[config.mk]
export PLATFORM = sky130hd
export DESIGN_NAME = instruction_encoder
export DESIGN_NICKNAME = d
export VERILOG_FILES = /design/src/rtl/instruction_encoder.sv
export SDC_FILE = /design/constraint.sdc
export NUM_CORES = 1
export LEC_CHECK = 0
export ABC_AREA = 0
export BUFFER_PORTS_ARGS = -buffer_cell sky130_fd_sc_hd__buf_2
export CORE_MARGIN = 2
export CORE_UTILIZATION = 53
export DETAILED_ROUTE_END_ITERATION = 8
export GPL_TIMING_DRIVEN = 0
export MAX_ROUTING_LAYER = met4
export PLACE_DENSITY = 0.81
export SETUP_SLACK_MARGIN = 0.05
export SLEW_MARGIN = 20
export SYNTH_ARGS = -nofsm -noshare
export SYNTH_HDL_FRONTEND = slang
export SYNTH_SLANG_ARGS = --single-unit
[constraint.sdc]
create_clock -name clk -period 3.45 [get_ports clk]
set_input_delay 0.345 -clock clk [delete_from_list [all_inputs] [get_ports clk]]
set_output_delay 0.345 -clock clk [all_outputs]
set_load 0.01 [all_outputs]
[src/rtl/instruction_encoder.sv]
// RV32I instruction word assembler: packs decoded fields back into a 32-bit encoding
// and expands the li pseudo-op into ADDI, LUI, or LUI+ADDI behind a one-entry output register.
module instruction_encoder (
  input  logic        clk,
  input  logic        rst,
  input  logic        req_valid,
  output logic        req_ready,
  input  logic        req_li,
  input  logic [6:0]  opcode,
  input  logic [2:0]  funct3,
  input  logic [6:0]  funct7,
  input  logic [4:0]  rs1,
  input  logic [4:0]  rs2,
  input  logic [4:0]  rd,
  input  logic [31:0] imm,
  output logic        out_valid,
  input  logic        out_ready,
  output logic [31:0] out_instr,
  output logic        enc_err
);

  typedef enum logic [6:0] {
    op_lui   = 7'b0110111,
    op_auipc = 7'b0010111,
    op_jal   = 7'b1101111,
    op_jalr  = 7'b1100111,
    op_br    = 7'b1100011,
    op_load  = 7'b0000011,
    op_store = 7'b0100011,
    op_imm   = 7'b0010011,
    op_reg   = 7'b0110011,
    op_csr   = 7'b1110011
  } rv32i_opcode_t;

  typedef enum logic {IDLE, SECOND} state_t;

  state_t      state_q, state_d;
  logic        out_valid_q, out_valid_d;
  logic [31:0] out_instr_q, out_instr_d;
  logic        enc_err_q, enc_err_d;
  logic [31:0] pend_q, pend_d;

  logic        accept, consume;
  logic        i_ok, b_ok, j_ok;
  logic [31:0] enc_word;
  logic        enc_bad;
  logic [11:0] lo;
  logic [19:0] hi;
  logic [31:0] li_first, li_second;
  logic        li_two;

  assign accept  = req_valid && req_ready;
  assign consume = out_valid_q && out_ready;

  // Range checks reduce to "all bits above the field are copies of the sign bit"
  assign i_ok = (imm[31:11] == '0) || (imm[31:11] == '1);
  assign b_ok = ((imm[31:12] == '0) || (imm[31:12] == '1)) && !imm[0];
  assign j_ok = ((imm[31:20] == '0) || (imm[31:20] == '1)) && !imm[0];

  always_comb begin
    enc_word = '0;
    enc_bad  = 1'b0;
    case (opcode)
      op_lui, op_auipc: begin
        enc_word = {imm[31:12], rd, opcode};
        enc_bad  = (imm[11:0] != 12'd0);
      end
      op_jal: begin
        enc_word = {imm[20], imm[10:1], imm[11], imm[19:12], rd, opcode};
        enc_bad  = !j_ok;
      end
      op_jalr, op_load, op_csr: begin
        enc_word = {imm[11:0], rs1, funct3, rd, opcode};
        enc_bad  = !i_ok;
      end
      op_imm: begin
        if (funct3 == 3'b001 || funct3 == 3'b101) begin
          enc_word = {funct7, imm[4:0], rs1, funct3, rd, opcode};
          enc_bad  = (imm[31:5] != '0);
        end else begin
          enc_word = {imm[11:0], rs1, funct3, rd, opcode};
          enc_bad  = !i_ok;
        end
      end
      op_br: begin
        enc_word = {imm[12], imm[10:5], rs2, rs1, funct3, imm[4:1], imm[11], opcode};
        enc_bad  = !b_ok;
      end
      op_store: begin
        enc_word = {imm[11:5], rs2, rs1, funct3, imm[4:0], opcode};
        enc_bad  = !i_ok;
      end
      op_reg: begin
        enc_word = {funct7, rs2, rs1, funct3, rd, opcode};
      end
      default: begin
        enc_bad = 1'b1;
      end
    endcase
  end

  // hi rounds up when lo is negative as a signed 12-bit value, so LUI+ADDI sums back to imm
  assign lo        = imm[11:0];
  assign hi        = imm[31:12] + {19'd0, imm[11]};
  assign li_first  = i_ok ? {lo, 5'd0, 3'b000, rd, op_imm} : {hi, rd, op_lui};
  assign li_second = {lo, rd, 3'b000, rd, op_imm};
  assign li_two    = !i_ok && (lo != 12'd0);

  always_ff @(posedge clk) begin
    if (rst) begin
      state_q     <= IDLE;
      out_valid_q <= 1'b0;
      out_instr_q <= '0;
      enc_err_q   <= 1'b0;
      pend_q      <= '0;
    end else begin
      state_q     <= state_d;
      out_valid_q <= out_valid_d;
      out_instr_q <= out_instr_d;
      enc_err_q   <= enc_err_d;
      pend_q      <= pend_d;
    end
  end

  always_comb begin
    state_d     = state_q;
    out_valid_d = out_valid_q;
    out_instr_d = out_instr_q;
    enc_err_d   = 1'b0;
    pend_d      = pend_q;
    if (consume) out_valid_d = 1'b0;
    case (state_q)
      IDLE: begin
        if (accept) begin
          if (req_li) begin
            out_valid_d = 1'b1;
            out_instr_d = li_first;
            if (li_two) begin
              pend_d  = li_second;
              state_d = SECOND;
            end
          end else if (enc_bad) begin
            enc_err_d = 1'b1;
          end else begin
            out_valid_d = 1'b1;
            out_instr_d = enc_word;
          end
        end
      end
      SECOND: begin
        if (consume) begin
          out_valid_d = 1'b1;
          out_instr_d = pend_q;
          pend_d      = '0;
          state_d     = IDLE;
        end
      end
      default: state_d = IDLE;
    endcase
  end

  always_comb begin
    req_ready = (state_q == IDLE) && (!out_valid_q || out_ready);
    out_valid = out_valid_q;
    out_instr = out_instr_q;
    enc_err   = enc_err_q;
  end

endmodule

Word level (Yosys, flattened, before mapping)
Cells that the tools add are included.
- $mul: 0
- bitwise logic cells: 2
- shift operators: 0
- equal/unequal tests: 20
- $add $sub $neg: 1
- divide/modulo/power cells: 0
- $lt $le $gt $ge: 0
- muxes and demuxes: 27
- reductions and logical operators: 27
- operator list (cell ; count):
    two-way mux 32 bit ; 10
    one-hot mux 32 bit (7 select lines) ; 1
    one-hot mux 32 bit (2 select lines) ; 2
    equality test 7 bit, second input constant ; 4
    nonzero test 27 bit ; 1
    equality test 21 bit, second input constant ; 1
    equality test 7 x 6 -> 1 bit, second input constant ; 3
    logical NOT 21 bit ; 1
    adder 20 x 1 -> 20 bit ; 1
    equality test 20 bit, second input constant ; 1
    logical NOT 20 bit ; 1
    equality test 7 x 5 -> 1 bit, second input constant ; 2
    equality test 12 bit, second input constant ; 1
    logical NOT 12 bit ; 1
    nonzero test 12 bit ; 1
    two-way mux 1 bit ; 11
    OR reduction 4 bit ; 2
    equality test 7 x 2 -> 1 bit, second input constant ; 1
    logical AND 1 bit ; 6
    inequality test 2 bit, second input constant ; 3
    one-hot mux 1 bit (6 select lines) ; 1
    logical NOT 1 bit ; 5
    logical OR 1 bit ; 5
    one-hot mux 1 bit (2 select lines) ; 2
    9 further kinds ; 10
- memories: 0
- bits in read-only memories: 0
- register bits after elaboration: 67
- RAM bits: 0
- bits in latches: 0

Logic depth before layout (Yosys ltp)
- depth in word-level cells: 9
- gate-level depth with buffers: 11
- mapped depth without buffers: 9

Least setup slack after synthesis
Ideal clock, no wire load.
- path kind: in2reg
- start: input imm[13]
- end: register out_instr_q[19], in the netlist out_instr[19]
- arrival time: 2.539 ns
- stages: 8
- setup slack: 0.788 ns
- data required time: 3.327 ns
- path buffers: 1
- cells stage by stage: or4_1 or4_4 o22ai_4 nor2_2 o41ai_4 nand2_2 buf_6 mux2_1
- longest elaborated chain between the ends: 7
- ends and longest elaborated chain (what ; RTL line ; text):
    from (decl) ; 15 ; input logic [31:0] imm,
    branches (longest 7 deep; another with adder 20 x 1 -> 20 bit) ; n/a ;
    to (signal assigned) ; 119 ; out_instr_q <= out_instr_d;
    to (decl) ; 39 ; logic [31:0] out_instr_q, out_instr_d;
Parallel ways; which one is timed is not known. The select of a mux whose other input is x is not followed.
A chain may end at the register's enable or synchronous reset.

Final worst setup path
- start: input imm[5]
- end: register out_instr_q[3], in the netlist out_instr[3]
- longest elaborated chain between the ends: 5
- ends and longest elaborated chain (what ; RTL line ; text):
    nonzero test 27 bit ; 79 ; enc_bad = (imm[31:5] != '0);
    two-way mux 1 bit ; 77 ; if (funct3 == 3'b001 || funct3 == 3'b101) begin
    one-hot mux 1 bit (6 select lines) (*) ; 63 ; case (opcode)
    inequality test 3 bit (no source line) (*) ; n/a ;
    AND reduction 3 bit (no source line) (*) ; n/a ;
Every way passes the cells marked *; elsewhere a longest branch is shown, timed or not.

==> results.sh <==
export IMPL_status="finished, final reports clean"
export IMPL_chipWidth_um=89.02
export IMPL_track_usage=0.3335
export IMPL_grt_start_max_net_pins=19
export IMPL_reg2reg_depth=7
export IMPL_drt_iter0_markers=426
export IMPL_worstSkewPairLatency_ns=0.33
export IMPL_cts_root_buffer="clkbuf_8"
export IMPL_cts_htree_levels=2
export IMPL_synthAdderAreaFrac=0.009798
export IMPL_die_h_um=89.02
export IMPL_synthCells=484
export IMPL_vias_per_cell=6.267
export IMPL_finalCriticalPeriod_ns=3.025
export IMPL_end_kind="flop"
export IMPL_drive_above_1_share=0.2149
export IMPL_worstPathRequired_ns=3.66
export IMPL_ir_worst_vdd_mv=0.2281
export IMPL_wl_per_cell_um=18.69
export IMPL_synth_seq_cells=53
export IMPL_p_per_area_nw_per_um2=319.5
export IMPL_synth_top_family_by_area="compound AO/OA/AOI/OAI gates"
export IMPL_ys_seq_area_frac=0.2769
export IMPL_area_growth_pct=18.91
export IMPL_critical_path_class="primary input to flop"
export IMPL_crit_path_cell_trace="buf_2 > or4_1 > nor3_1 > nand3_1 > a221o_1 > o41ai_4 > nand2_2 > buf_6 > mux2_1"
export IMPL_synth_xor_xnor_area_share=0.04115
export IMPL_slew_violations=0
export IMPL_grt_pass1_wl_um=19630
export IMPL_antenna_found_initial=1
export IMPL_dieArea_um2=7925
export IMPL_wl_um=12860
export IMPL_synth_cell_types=68
export IMPL_tritoncts="yes"
export IMPL_clock_sinks=53
export IMPL_io_buffers=99
export IMPL_place_hpwl_um=10150
export IMPL_cp_arrival_ns=3.24
export IMPL_synthArstFlopShare=0
export IMPL_vias=4312
export IMPL_synth_edf_count=0
export IMPL_finish_utilization=0.6596
export IMPL_coreArea_um2=6907
export IMPL_cts_hold_buffers=0
export IMPL_synth_compound_area_frac=0.2890
export IMPL_grt_overflow=0
export IMPL_clk_pin_slew_ns=0.12
export IMPL_ys_warn_count=0
export IMPL_worstSetupStartpointType="primary input"
export IMPL_hold_worst_slack_ns=0.2446
export IMPL_hold_class="primary input to flop"
export IMPL_synth_fp_nets=556
export IMPL_drv_cap=0
export IMPL_drcViolationCount=0
export IMPL_muxShareOfSynthArea=0.08556
export IMPL_whs_path_depth=2
export IMPL_hold_viol=0
export IMPL_max_freq_mhz=330.6
export IMPL_layout_nets=662
export IMPL_place_inst=679
export IMPL_rsz0062_at_grt="false"
export IMPL_synth_area_per_cell_um2=7.916
export IMPL_min_period_over_period=0.8767
export IMPL_cts_resized=0
export IMPL_path_depth=9
export IMPL_leakagePower_nw=1.964
export IMPL_synth_simple_area_share=0.2348
export IMPL_worst_path_largest_cell_delay_ns=0.52
export IMPL_slowest_stage="or4_1"
export IMPL_crit_family="simple AND/OR/NAND/NOR gates"
export IMPL_fin_cells=688
export IMPL_pre_cts_ws_ns=-0.006786
export IMPL_critPathBufInv=2
export IMPL_drt_first_pass_iters=5
export IMPL_cp_max_fo=10
export IMPL_initial_core_util=0.5547
export IMPL_final_setup_tns_ns=0
export IMPL_grt_pass1_vias=4016
export IMPL_clock_path_buffers=2
export IMPL_post_cts_buffers=0
export IMPL_maxSlewHeadroom=0.4610
export IMPL_io_pins=104
export IMPL_skew_ns=0.01811
export IMPL_synth_top_flop_cell="dfxtp_1"
export IMPL_fin_ws_ns=0.4254
export IMPL_place_congestion=0.9816
export IMPL_ant_nets=0
export IMPL_setup_violations=0
export IMPL_tightestPinTransition_ns=0.8000
export IMPL_num_rows=30
export IMPL_netlist_area_um2=3831
export IMPL_cts_buffers=5
[through the flow]
| stage | instance area [um^2] | power (mW) |
|---|---|---|
| after floorplan | 3831 | 0.9175 |
| after global placement | 4447 | 1.069 |
| after detailed placement | 4453 | 1.077 |
| after CTS | 4548 | 1.450 |
| after global routing | 4556 | 1.518 |
| final | 4556 | 1.455 |
[registers in the layout, indices dropped and copies added, names as in the netlist]
register,flops
enc_err,1
out_valid,1
pend_q,18
out_instr,32
state_q,1
[routing by layer]
layer	track usage	part of all wire	routed length, um	vias to the layer above
met5	-	0	0	-
met4	0.09769	0.020	251	0
met3	0.06371	0.085	1097	26
met2	0.5414	0.47	6055	230
met1	0.4231	0.42	5455	2034
li1	-	-	-	2022
[placed cells by master (no fill, tap or decap), types with 16 or more instances in the layout]
cell type    n
buf_2      102
inv_1       22
mux2i_1     26
clkbuf_1    29
nand2_1     55
dfxtp_1     53
o21ai_0     17
a21oi_1     16
a22o_1      23
nor2_1      30
[final timing paths]
kind | slack [ns] | startpoint | endpoint
hold reg to reg | 0.46 | out_instr[28] | out_instr[28]
setup / recovery | 0.43 | imm[5] | out_instr[3]
hold / removal | 0.24 | out_ready | state_q
setup reg to reg | 1.04 | state_q | out_instr[9]
[layout make-up]
| cell class | instances | area [um^2] |
|---|---|---|
| well taps | 96 | 120.1 |
| fillers | 633 | 2351 |
| clock inverters | 3 | 26.28 |
| multi-input cells | 372 | 2541 |
| clock buffers | 5 | 68.82 |
| inverters | 22 | 82.58 |
| flip-flops and latches | 53 | 1061 |
| plain buffers | 37 | 157.7 |
| repair buffers | 99 | 495.5 |
| diodes | 1 | 2.502 |
[report_power, final]
part / switching (mW) / internal [mW] / leakage (nW) / total (mW)
Combinational: 0.242 / 0.161 / 1.49 / 0.403
Sequential: 0.0190 / 0.651 / 0.432 / 0.670
Clock: 0.234 / 0.148 / 0.0423 / 0.383
[synthesized netlist by cell type, types with 10 or more instances]
master    instances  area, um^2
o21ai_0          17       85.08
o211ai_1         13       97.59
a22o_1           23       201.4
a21oi_1          16       80.08
xnor2_1          13       113.9
nand2_1          55       206.5
clkbuf_1         29       108.9
nor2_1           30       112.6
nand3_1          11       55.05
nor3_1           10       50.05
mux2i_1          26       260.3
inv_1            22       82.58
o221ai_1         11       96.34
dfxtp_1          53        1061
[cells by family after synthesis]
logic type,count (synthesis)
adder cells (fa/ha/maj),3
flip-flops,53
AO/OA/AOI/OAI,144
XOR/XNOR,18
buffers and inverters,59
AND/OR/NAND/NOR,175
multiplexers,32
Power figures use the tool's default switching activity.
